`config.mk`:
```
export PLATFORM = sky130hd
export DESIGN_NAME = adc_sampler_flat
export DESIGN_NICKNAME = d
export VERILOG_FILES = /design/src/rtl/adc_sampler_pkg.sv /design/src/rtl/adc_sampler_if.sv /design/src/rtl/adc_sampler_timer.sv /design/src/rtl/adc_sampler.sv /design/src/flat_wrapper.sv
export SDC_FILE = /design/constraint.sdc
export NUM_CORES = 1
export LEC_CHECK = 0
export CAP_MARGIN = 20
export CORE_AREA = 2 2 67 69
export CTS_CLUSTER_DIAMETER = 100
export DETAILED_ROUTE_END_ITERATION = 12
export DIE_AREA = 0 0 69 71
export PLACE_DENSITY = 0.75
export SYNTH_ARGS = -nofsm -noshare
export SYNTH_HDL_FRONTEND = slang
export SYNTH_SLANG_ARGS = --single-unit
```
`constraint.sdc`:
```
create_clock -name clk -period 2.5 [get_ports clk]
set_input_delay 0.25 -clock clk [delete_from_list [all_inputs] [get_ports clk]]
set_output_delay 0.25 -clock clk [all_outputs]
set_load 0.02 [all_outputs]
```
`src/rtl/adc_sampler_pkg.sv`:
```
// Shared types and constants for the ADC sampler.
// Holds the FSM encoding and command nibble layout.
package adc_sampler_pkg;

  typedef enum logic [2:0] {
    S_IDLE,
    S_SETUP,
    S_SHIFT,
    S_HOLD,
    S_DONE
  } state_e;

  localparam int CMD_LEN       = 4;
  localparam int CMD_START_POS = 3;
  localparam int CMD_SGL_POS   = 2;
  localparam int CMD_CH_POS    = 1;
  localparam int CMD_MSBF_POS  = 0;

  // Frame bit idx carries the command nibble MSB-first, zeros after it.
  function automatic logic cmd_bit(
    input logic [3:0]  cmd,
    input int unsigned idx
  );
    logic [3:0] sh;
    sh = cmd << idx;
    return (idx < CMD_LEN) ? sh[CMD_START_POS] : 1'b0;
  endfunction

endpackage

```
`src/rtl/adc_sampler_if.sv`:
```
// SPI pins and sample stream of the ADC sampler.
// master = sampler side, slave = ADC / consumer side.
interface adc_sampler_if #(
  parameter int DATA_WIDTH = 8
);

  logic                    adc_cs_n;
  logic                    adc_sclk;
  logic                    adc_mosi;
  logic                    adc_miso;
  logic [2*DATA_WIDTH-1:0] sample;
  logic                    sample_valid;
  logic                    overrun;

  modport master (
    output adc_cs_n,
    output adc_sclk,
    output adc_mosi,
    input  adc_miso,
    output sample,
    output sample_valid,
    output overrun
  );

  modport slave (
    input  adc_cs_n,
    input  adc_sclk,
    input  adc_mosi,
    output adc_miso,
    input  sample,
    input  sample_valid,
    input  overrun
  );

endinterface

```
`src/rtl/adc_sampler_timer.sv`:
```
// Free-running conversion period counter.
// tick is high on the wrap cycle of the 0..SAMPLE_PERIOD-1 count.
module sample_timer #(
  parameter int SAMPLE_PERIOD = 1000
) (
  input  logic clk,
  input  logic rst_n,
  output logic tick
);

  localparam int CW =
    (SAMPLE_PERIOD > 1) ? $clog2(SAMPLE_PERIOD) : 1;
  localparam logic [CW-1:0] LAST = CW'(SAMPLE_PERIOD - 1);

  logic [CW-1:0] cnt_q;
  logic [CW-1:0] cnt_d;

  always_comb begin
    tick  = (cnt_q == LAST);
    cnt_d = tick ? '0 : cnt_q + CW'(1);
  end

  always_ff @(posedge clk or negedge rst_n) begin
    if (!rst_n) begin
      cnt_q <= '0;
    end else begin
      cnt_q <= cnt_d;
    end
  end

endmodule

```
`src/rtl/adc_sampler.sv`:
```
// Periodic SPI ADC reader producing signed samples for the DFT stage.
// One frame per period tick; ticks arriving while busy set overrun.
module adc_sampler
  import adc_sampler_pkg::*;
#(
  parameter int         DATA_WIDTH    = 8,
  parameter int         ADC_BITS      = 10,
  parameter int         FRAME_BITS    = 16,
  parameter int         CLK_DIV       = 4,
  parameter int         SAMPLE_PERIOD = 1000,
  parameter logic [3:0] CMD           = 4'b1101
) (
  input  logic          clk,
  input  logic          rst_n,
  input  logic          enable,
  adc_sampler_if.master bus
);

  localparam int SW = 2 * DATA_WIDTH;
  localparam int DB = $clog2(2 * CLK_DIV) + 1;
  localparam int BB = $clog2(FRAME_BITS) + 1;

  localparam logic [DB-1:0] DIV_LAST = DB'(CLK_DIV - 1);
  localparam logic [DB-1:0] PER_LAST = DB'(2 * CLK_DIV - 1);
  localparam logic [BB-1:0] BIT_LAST = BB'(FRAME_BITS - 1);

  state_e                state_q, state_d;
  logic [DB-1:0]         div_q, div_d;
  logic [BB-1:0]         bit_q, bit_d;
  logic [ADC_BITS-1:0]   shreg_q, shreg_d;
  logic                  cs_n_q, cs_n_d;
  logic                  sclk_q, sclk_d;
  logic                  mosi_q, mosi_d;
  logic [SW-1:0]         sample_q, sample_d;
  logic                  valid_q, valid_d;
  logic                  ovr_q, ovr_d;
  logic                  tick;

  sample_timer #(
    .SAMPLE_PERIOD(SAMPLE_PERIOD)
  ) u_timer (
    .clk  (clk),
    .rst_n(rst_n),
    .tick (tick)
  );

  // Offset-binary to two's complement is an MSB flip.
  function automatic logic [SW-1:0] to_sample(
    input logic [ADC_BITS-1:0] code
  );
    logic signed [ADC_BITS-1:0] s;
    s = $signed({~code[ADC_BITS-1], code[ADC_BITS-2:0]});
    s = s >>> (ADC_BITS - DATA_WIDTH);
    return {{DATA_WIDTH{s[DATA_WIDTH-1]}}, s[DATA_WIDTH-1:0]};
  endfunction

  always_comb begin
    state_d  = state_q;
    div_d    = div_q;
    bit_d    = bit_q;
    shreg_d  = shreg_q;
    cs_n_d   = cs_n_q;
    sclk_d   = sclk_q;
    mosi_d   = mosi_q;
    sample_d = sample_q;
    valid_d  = 1'b0;
    ovr_d    = ovr_q | (tick && (state_q != S_IDLE));
    unique case (state_q)
      S_IDLE: begin
        if (tick && enable) begin
          state_d = S_SETUP;
          cs_n_d  = 1'b0;
          div_d   = '0;
          bit_d   = '0;
          mosi_d  = cmd_bit(CMD, 0);
        end
      end
      S_SETUP: begin
        if (div_q == DIV_LAST) begin
          state_d = S_SHIFT;
          div_d   = '0;
        end else begin
          div_d = div_q + DB'(1);
        end
      end
      S_SHIFT: begin
        div_d = div_q + DB'(1);
        if (div_q == DIV_LAST) begin
          sclk_d  = 1'b1;
          shreg_d = {shreg_q[ADC_BITS-2:0], bus.adc_miso};
        end
        if (div_q == PER_LAST) begin
          sclk_d = 1'b0;
          div_d  = '0;
          if (bit_q == BIT_LAST) begin
            state_d = S_HOLD;
            mosi_d  = 1'b0;
          end else begin
            bit_d  = bit_q + BB'(1);
            mosi_d = cmd_bit(CMD, 32'(bit_q) + 32'd1);
          end
        end
      end
      S_HOLD: begin
        if (div_q == DIV_LAST) begin
          state_d  = S_DONE;
          cs_n_d   = 1'b1;
          sample_d = to_sample(shreg_q);
          valid_d  = 1'b1;
        end else begin
          div_d = div_q + DB'(1);
        end
      end
      S_DONE: begin
        state_d = S_IDLE;
      end
      default: begin
        state_d = S_IDLE;
        cs_n_d  = 1'b1;
        sclk_d  = 1'b0;
        mosi_d  = 1'b0;
      end
    endcase
  end

  always_ff @(posedge clk or negedge rst_n) begin
    if (!rst_n) begin
      state_q  <= S_IDLE;
      div_q    <= '0;
      bit_q    <= '0;
      shreg_q  <= '0;
      cs_n_q   <= 1'b1;
      sclk_q   <= 1'b0;
      mosi_q   <= 1'b0;
      sample_q <= '0;
      valid_q  <= 1'b0;
      ovr_q    <= 1'b0;
    end else begin
      state_q  <= state_d;
      div_q    <= div_d;
      bit_q    <= bit_d;
      shreg_q  <= shreg_d;
      cs_n_q   <= cs_n_d;
      sclk_q   <= sclk_d;
      mosi_q   <= mosi_d;
      sample_q <= sample_d;
      valid_q  <= valid_d;
      ovr_q    <= ovr_d;
    end
  end

  assign bus.adc_cs_n     = cs_n_q;
  assign bus.adc_sclk     = sclk_q;
  assign bus.adc_mosi     = mosi_q;
  assign bus.sample       = sample_q;
  assign bus.sample_valid = valid_q;
  assign bus.overrun      = ovr_q;

endmodule

```
`src/flat_wrapper.sv`:
```
// flat-port wrapper written by rule: the top's interface ports become plain ports
module adc_sampler_flat import adc_sampler_pkg::*;
#(
  parameter int         DATA_WIDTH    = 8,
  parameter int         ADC_BITS      = 10,
  parameter int         FRAME_BITS    = 16,
  parameter int         CLK_DIV       = 4,
  parameter int         SAMPLE_PERIOD = 1000,
  parameter logic [3:0] CMD           = 4'b1101
)
  (clk, rst_n, enable, bus_adc_cs_n, bus_adc_sclk, bus_adc_mosi, bus_adc_miso, bus_sample, bus_sample_valid, bus_overrun);
  adc_sampler_if #(.DATA_WIDTH(DATA_WIDTH)) bus_i ();
  input  logic clk;
  input  logic rst_n;
  input  logic enable;
  output wire logic [$bits(bus_i.adc_cs_n)-1:0] bus_adc_cs_n;
  output wire logic [$bits(bus_i.adc_sclk)-1:0] bus_adc_sclk;
  output wire logic [$bits(bus_i.adc_mosi)-1:0] bus_adc_mosi;
  input wire logic [$bits(bus_i.adc_miso)-1:0] bus_adc_miso;
  output wire logic [$bits(bus_i.sample)-1:0] bus_sample;
  output wire logic [$bits(bus_i.sample_valid)-1:0] bus_sample_valid;
  output wire logic [$bits(bus_i.overrun)-1:0] bus_overrun;
  assign bus_adc_cs_n = bus_i.adc_cs_n;
  assign bus_adc_sclk = bus_i.adc_sclk;
  assign bus_adc_mosi = bus_i.adc_mosi;
  assign bus_i.adc_miso = bus_adc_miso;
  assign bus_sample = bus_i.sample;
  assign bus_sample_valid = bus_i.sample_valid;
  assign bus_overrun = bus_i.overrun;
  adc_sampler #(.DATA_WIDTH(DATA_WIDTH), .ADC_BITS(ADC_BITS), .FRAME_BITS(FRAME_BITS), .CLK_DIV(CLK_DIV), .SAMPLE_PERIOD(SAMPLE_PERIOD), .CMD(CMD)) u_core (.clk(clk), .rst_n(rst_n), .enable(enable), .bus(bus_i));
endmodule
```
==> run_results.csv, run 1 <==
group,metric,value,unit
flow_run,maxCapViolations,0,
cells_and_area,antenna_cells,0,
clocking,cts.htree.levels,2,
clocking,post-cts-setup-buffers,0,
cells_and_area,fin_nets,235,
route,wl_per_cell,15.1,µm
critical_path,cp-start-kind,"register",
timing,finalCriticalPeriod,2.08,ns
clocking,clock_latency,0.30,ns
critical_path,worstPathRequired,2.72,ns
synth,synthMuxAreaShare,10.3,%
clocking,ctsResizeCount,0,
timing,setup_viol,0,
timing,fin_setup_tns,0,ns
synth,synth-simple-area-share,17.5,%
cells_and_area,multi_input_area,1010,µm²
route,via_per_inst,5.84,
timing,drv_slew,0,
timing,slew_headroom,59.2,%
synth,synthArstFlopShare,100,%
route,drtPass1Iterations,5,
grt,grt_pass1_vias,1548,
place,place_congestion,0.897,
cells_and_area,stdcell_count,280,
synth,ys_seq_area_share,49.8,%
pwr,vdd.ir_drop.worst,0.413,mV
critical_path,crit_arrival,2.30,ns
floorplan,io_pins,25,
place,dp_hpwl,2.76,mm
timing,holdWs,0.405,ns
cells_and_area,register_area,1130,µm²
floorplan,num_rows,24,
pwr,leakagePower,1.17,nW
clocking,hold_buffers,0,
grt,grt_max_degree,46,
synth,synthAdderAreaFrac,2.21,%
clocking,root_buffer,"clkbuf_8",
cells_and_area,synthToLayoutAreaGrowth,17.3,%
critical_path,critPathMaxFanout,7,
synth,synth_warnings,0,
timing,clock_skew,0.00485,ns
route,drt_iter0_markers,147,
synth,synth_cells,207,
grt,antenna_found_initial,0,
synth,synthFlopType,"dfrtp_1",
timing,max_freq,480,MHz
hold_path,hp-class,"in -> async",
synth,synth_compound_area_share,12.7,%
status,status,"complete, no violations",
synth,synth_top_family_by_area,"simple AND/OR/NAND/NOR gates",
floorplan,start_util,53.9,%
floorplan,die_y,71,µm
route,wirelength,4.22,mm
cells_and_area,drive_above_1_share,16.7,%
critical_path,cp_slowest_cell,"dfrtp_1",
timing,fin_crit_sh,83.4,%
grt,grt.total_usage,17.9,%
synth,synth_area_per_cell,10.9,µm²
critical_path,max_stage_delay,0.44,ns
synth,syn_area,2260,µm²
route,vias,1635,
cells_and_area,n_fill_cell,348,
floorplan,coreArea,4200,µm²
pwr,powerDensity,535,nW/µm²
grt,grt_overflow,0,
clocking,tritoncts,"done",
timing,hold_viol,0,
critical_path,critPathMostFrequentCell,"ha_1",
clocking,cts_buffer_depth,2,
clocking,cts_sinks,45,
critical_path,crit_type,"reg -> reg",
place,dp.cells,270,
place,portBuffers,24,
synth,synth_edf_count,0,
timing,rsz0062_at_grt,"no",
timing,worst_pin_slew,0.612,ns
synth,synth_fp_nets,215,
synth,synth-seq-cells,45,
route,drc,0,
cells_and_area,fin_util,63.2,%
synth,synthXorXnorAreaFrac,1.93,%
critical_path,crit_chain,"ha_1, and3_1, ha_1, or3_1, nor2_1, a41oi_1, o21ai_0",
synth,yosysUniqueCellTypes,52,
floorplan,die_w,69,µm
critical_path,cp-end-kind,"register",
clocking,cts_buffers,5,
grt,grt_pass1_wl,7.07,mm
clocking,clk_pin_slew_worst_paths,0.09,ns
route,postRouteAntennaNets,0,
floorplan,die_area,4900,µm²
[cells in the mapped netlist, drive strengths merged (2+ instances only)]
cell / count / share of area [%]
a21boi: 3 / 0.99
a21o: 3 / 0.99
a21oi: 6 / 1.3
a31oi: 3 / 0.83
and2: 2 / 0.55
and3: 4 / 1.1
buf: 11 / 3.4
clkbuf: 4 / 0.66
dfrtp: 44 / 49
ha: 4 / 2.2
inv: 10 / 1.7
mux2: 18 / 9.0
mux2i: 3 / 1.3
nand2: 9 / 1.5
nand3: 13 / 3.3
nand4: 4 / 1.1
nor2: 12 / 2.3
nor2b: 2 / 0.55
nor3: 2 / 0.44
nor3b: 3 / 1.5
nor4b: 2 / 0.77
o21ai: 9 / 2.0
o22ai: 2 / 0.55
o31ai: 4 / 1.3
o32ai: 2 / 0.77
or3: 4 / 1.1
or4: 2 / 0.83
xnor2: 2 / 0.77
xor2: 3 / 1.2
[cells by family (layout without fill, tap and decap cells)]
| family | after synthesis | count (layout) |
|---|---|---|
| xor gates and xnor gates | 5 | 5 |
| adders and majority gates | 4 | 4 |
| and+or+nand+nor | 65 | 65 |
| muxes | 21 | 21 |
| DFF | 45 | 45 |
| buffers and inverters | 25 | 46 |
| AOI/OAI and AO/OA | 42 | 42 |
[power by group]
group | leakage [nW] | internal, mW | switching [mW] | total, mW
clock | 0.0687 | 0.402 | 0.254 | 0.656
sequential | 0.568 | 0.732 | 0.00313 | 0.735
combinational | 0.536 | 0.0121 | 0.0167 | 0.0289
total | 1.17 | 1.15 | 0.274 | 1.42
[path summary, 6_finish.rpt]
kind	startpoint	to	slack, ns	cells after the start
max	u_core.bit_q[0]	u_core.bus.adc_mosi	0.42	7
min	rst_n	u_core.bus.adc_sclk	0.40	2
max reg2reg	u_core.bit_q[0]	u_core.bus.adc_mosi	0.42	7
min reg2reg	u_core.shreg_q[9]	u_core.bus.sample[7]	0.47	1
max in group asynchronous	rst_n	u_core.bus.adc_cs_n	1.55	3
min in group clk	u_core.shreg_q[9]	u_core.bus.sample[7]	0.47	1
[cell type report]
class,count,area share (%)
multi-input cells,137,38.0
inverters,10,1.41
flip-flops and latches,45,42.4
repair buffers,28,10.6
well taps,52,2.45
clock buffers,5,2.59
clock inverters,3,2.59
[flip-flops by register name, summed over array words and instances, names as in the netlist]
| name | flops |
|---|---|
| u_core.bus.adc_mosi | 1 |
| u_core.bus.overrun | 1 |
| u_core.div_q | 4 |
| u_core.bus.sample_valid | 1 |
| u_core.shreg_q | 10 |
| u_core.bus.adc_cs_n | 1 |
| u_core.bit_q | 5 |
| u_core.u_timer.cnt_q | 10 |
| u_core.state_q | 3 |
| u_core.bus.sample | 8 |
| u_core.bus.adc_sclk | 1 |
[placed cells by master (no fill, tap or decap), types with 3 or more instances in the layout]
cell type / Yosys / routed
inv_1: 10 / 10
nand4_1: 4 / 4
or3_1: 4 / 4
o31ai_1: 4 / 4
o21ai_0: 9 / 9
a21boi_0: 3 / 3
clkbuf_8: 0 / 5
nor2_1: 11 / 11
a31oi_1: 3 / 3
mux2_2: 18 / 18
ha_1: 4 / 4
nand2_1: 9 / 9
and3_1: 4 / 4
a21oi_1: 6 / 6
clkdlybuf4s50_1: 0 / 23
mux2i_1: 3 / 3
dfrtp_1: 44 / 44
xor2_1: 3 / 3
nand3_1: 11 / 11
a21o_1: 3 / 3
[routing by layer]
metal  global-route usage (%)  wire [µm]
met5                        0          0
met4                     7.84         66
met1                     23.7       1910
met2                     29.1       2090
met3                     3.42        156
[worst max-delay path, delay by kind of cell, from the launching register on]
| family | cells | cell delay, ns |
|---|---|---|
| AND/OR/NAND/NOR | 3 | 0.80 |
| AO/OA/AOI/OAI | 2 | 0.24 |
| flip-flops | 1 | 0.44 |
| adder cells (fa/ha/maj) | 2 | 0.52 |
[stage by stage]
stage          worst slack, ns  power, mW  area [µm²]
3_5_place_dp             0.448      0.775        2490
4_1_cts                  0.426       1.43        2630
3_3_place_gp             0.435      0.775        2490
6_report                 0.416       1.42        2660
2_1_floorplan            0.577      0.755        2260
5_1_grt                  0.219       1.47        2660
Note: power is estimated with default switching activity, not from simulation.
==> run 2, diff against run 1 <==
- clock period: 2.5 -> 2.03 ns (I/O delays scaled with it)
==> run 2 against run 1 <==
Utilization grew 0.98 points. Combinational power grew 24%. Final cell count grew 3.6%. Critical path depth shrank 1. Sequential share of layout area shrank 0.65 points. Via count grew 3.0%. Largest power group unchanged.
==> run_results.csv, run 2 (synthesis results as in run 1) <==
group,metric,value,unit
floorplan,die_area,4900,µm²
place,dp_hpwl,3.11,mm
floorplan,io_pins,25,
floorplan,die_w,69,µm
clocking,cts_buffer_depth,2,
hold_path,hp-class,"in -> async",
cells_and_area,fin_util,64.2,%
route,wl_per_cell,15.0,µm
timing,max_freq,511,MHz
cells_and_area,drive_above_1_share,21.0,%
grt,grt_overflow,0,
clocking,clock_latency,0.30,ns
critical_path,r2r_start,"u_core.bit_q[1]",
route,drc,0,
cells_and_area,synthToLayoutAreaGrowth,19.1,%
timing,holdWs,0.389,ns
place,portBuffers,24,
place,place_ws,0.0805,ns
cells_and_area,mostFrequentLayoutCells,"44 x dfrtp_1, 23 x clkdlybuf4s50_1, 18 x mux2_2",
clocking,cts.htree.levels,2,
timing,drv_slew,0,
critical_path,worstPathRequired,2.27,ns
critical_path,cp-startpoint,"u_core.bit_q[1]",
clocking,cts_buffers,5,
cells_and_area,antenna_cells,0,
critical_path,cp-start-kind,"register",
floorplan,die_y,71,µm
grt,antenna_found_initial,0,
cells_and_area,fin_area,2700,µm²
route,drt_iter0_markers,169,
route,drtPass1Iterations,4,
timing,rsz0062_at_grt,"yes",
critical_path,crit_type,"reg -> reg",
timing,finalCriticalPeriod,1.96,ns
timing,worst_slack,0.0741,ns
timing,setup_viol,0,
clocking,root_buffer,"clkbuf_8",
clocking,post-cts-setup-buffers,0,
grt,grt_pass1_vias,1674,
place,place_congestion,0.971,
route,vias,1684,
cells_and_area,n_fill_cell,322,
timing,worst_pin_slew,0.501,ns
flow_run,maxCapViolations,0,
status,status,"complete, no violations",
cells_and_area,stdcell_count,290,
pwr,leakagePower,1.20,nW
floorplan,num_rows,24,
pwr,vdd.ir_drop.worst,0.503,mV
place,dp.cells,281,
cells_and_area,layout_commonest_cell,"dfrtp_1",
critical_path,crit_arrival,2.20,ns
timing,fin_crit_sh,96.3,%
route,via_per_inst,5.81,
pwr,powerDensity,567,nW/µm²
critical_path,critPathMaxFanout,7,
timing,fin_setup_tns,0,ns
place,place_area,2580,µm²
floorplan,start_util,53.9,%
route,postRouteAntennaNets,0,
grt,grt.total_usage,19.2,%
critical_path,cp-end-kind,"register",
clocking,clk_pin_slew_worst_paths,0.09,ns
grt,grt_max_degree,26,
clocking,cts_sinks,45,
pwr,total_power,1.53,mW
clocking,tritoncts,"done",
cells_and_area,fin_nets,245,
route,wirelength,4.35,mm
timing,slew_headroom,66.6,%
timing,hold_viol,0,
timing,clock_skew,0.00553,ns
floorplan,coreArea,4200,µm²
grt,grt_pass1_wl,7.66,mm
-- run 2: layout make-up --
cell class | count | area [µm²] | share of cell area, %
clock inverter | 3 | 25.0 | 0.928
multi-input combinational | 137 | 1020 | 37.8
timing repair buffer | 38 | 355 | 13.2
sequential | 45 | 1130 | 41.8
inverter | 10 | 37.5 | 1.39
clock buffer | 5 | 68.8 | 2.55
tap | 52 | 65.1 | 2.41
-- run 2: routing by layer --
layer	part of all wire, %	global-route usage, %
met1	46	26.1
met2	48	31.1
met3	3.7	3.99
met4	1.8	6.75
met5	0	0
-- run 2: worst paths after layout --
kind                                        end  slack (ns)  cells after the start
max                             u_core.bit_q[4]        0.07                      6
min                           u_core.state_q[0]        0.39                      2
max reg2reg                     u_core.bit_q[4]        0.07                      6
min reg2reg                u_core.bus.sample[7]        0.46                      1
max in group asynchronous   u_core.bus.adc_cs_n        1.07                      3
min in group clk           u_core.bus.sample[7]        0.46                      1
-- run 2: critical path, stage by stage (launching register included) --
cell and delay [ns]:
dfrtp_1 0.42, ha_1 0.20, and3_1 0.18, ha_1 0.24, or3_1 0.42, o32ai_1 0.26, a22o_1 0.17
-- run 2: report_power, final --
part	internal (mW)	switching (mW)
Combinational	0.0149	0.0209
Clock	0.251	0.335
Sequential	0.902	0.00409
Total	1.17	0.360
-- run 2: repair_timing --
item                                    in CTS  in global routing
endpoints found under the setup margin       0                  2
hold buffers                                 1                  0
resized for setup                            0                  2
endpoints found under the hold margin       20                  0
==> run 3, diff against run 2 <==
- GPL_ROUTABILITY_DRIVEN: unset -> 1
==> results of run 3 <==
Final layout, timing and power as in run 2 (identical DEF).
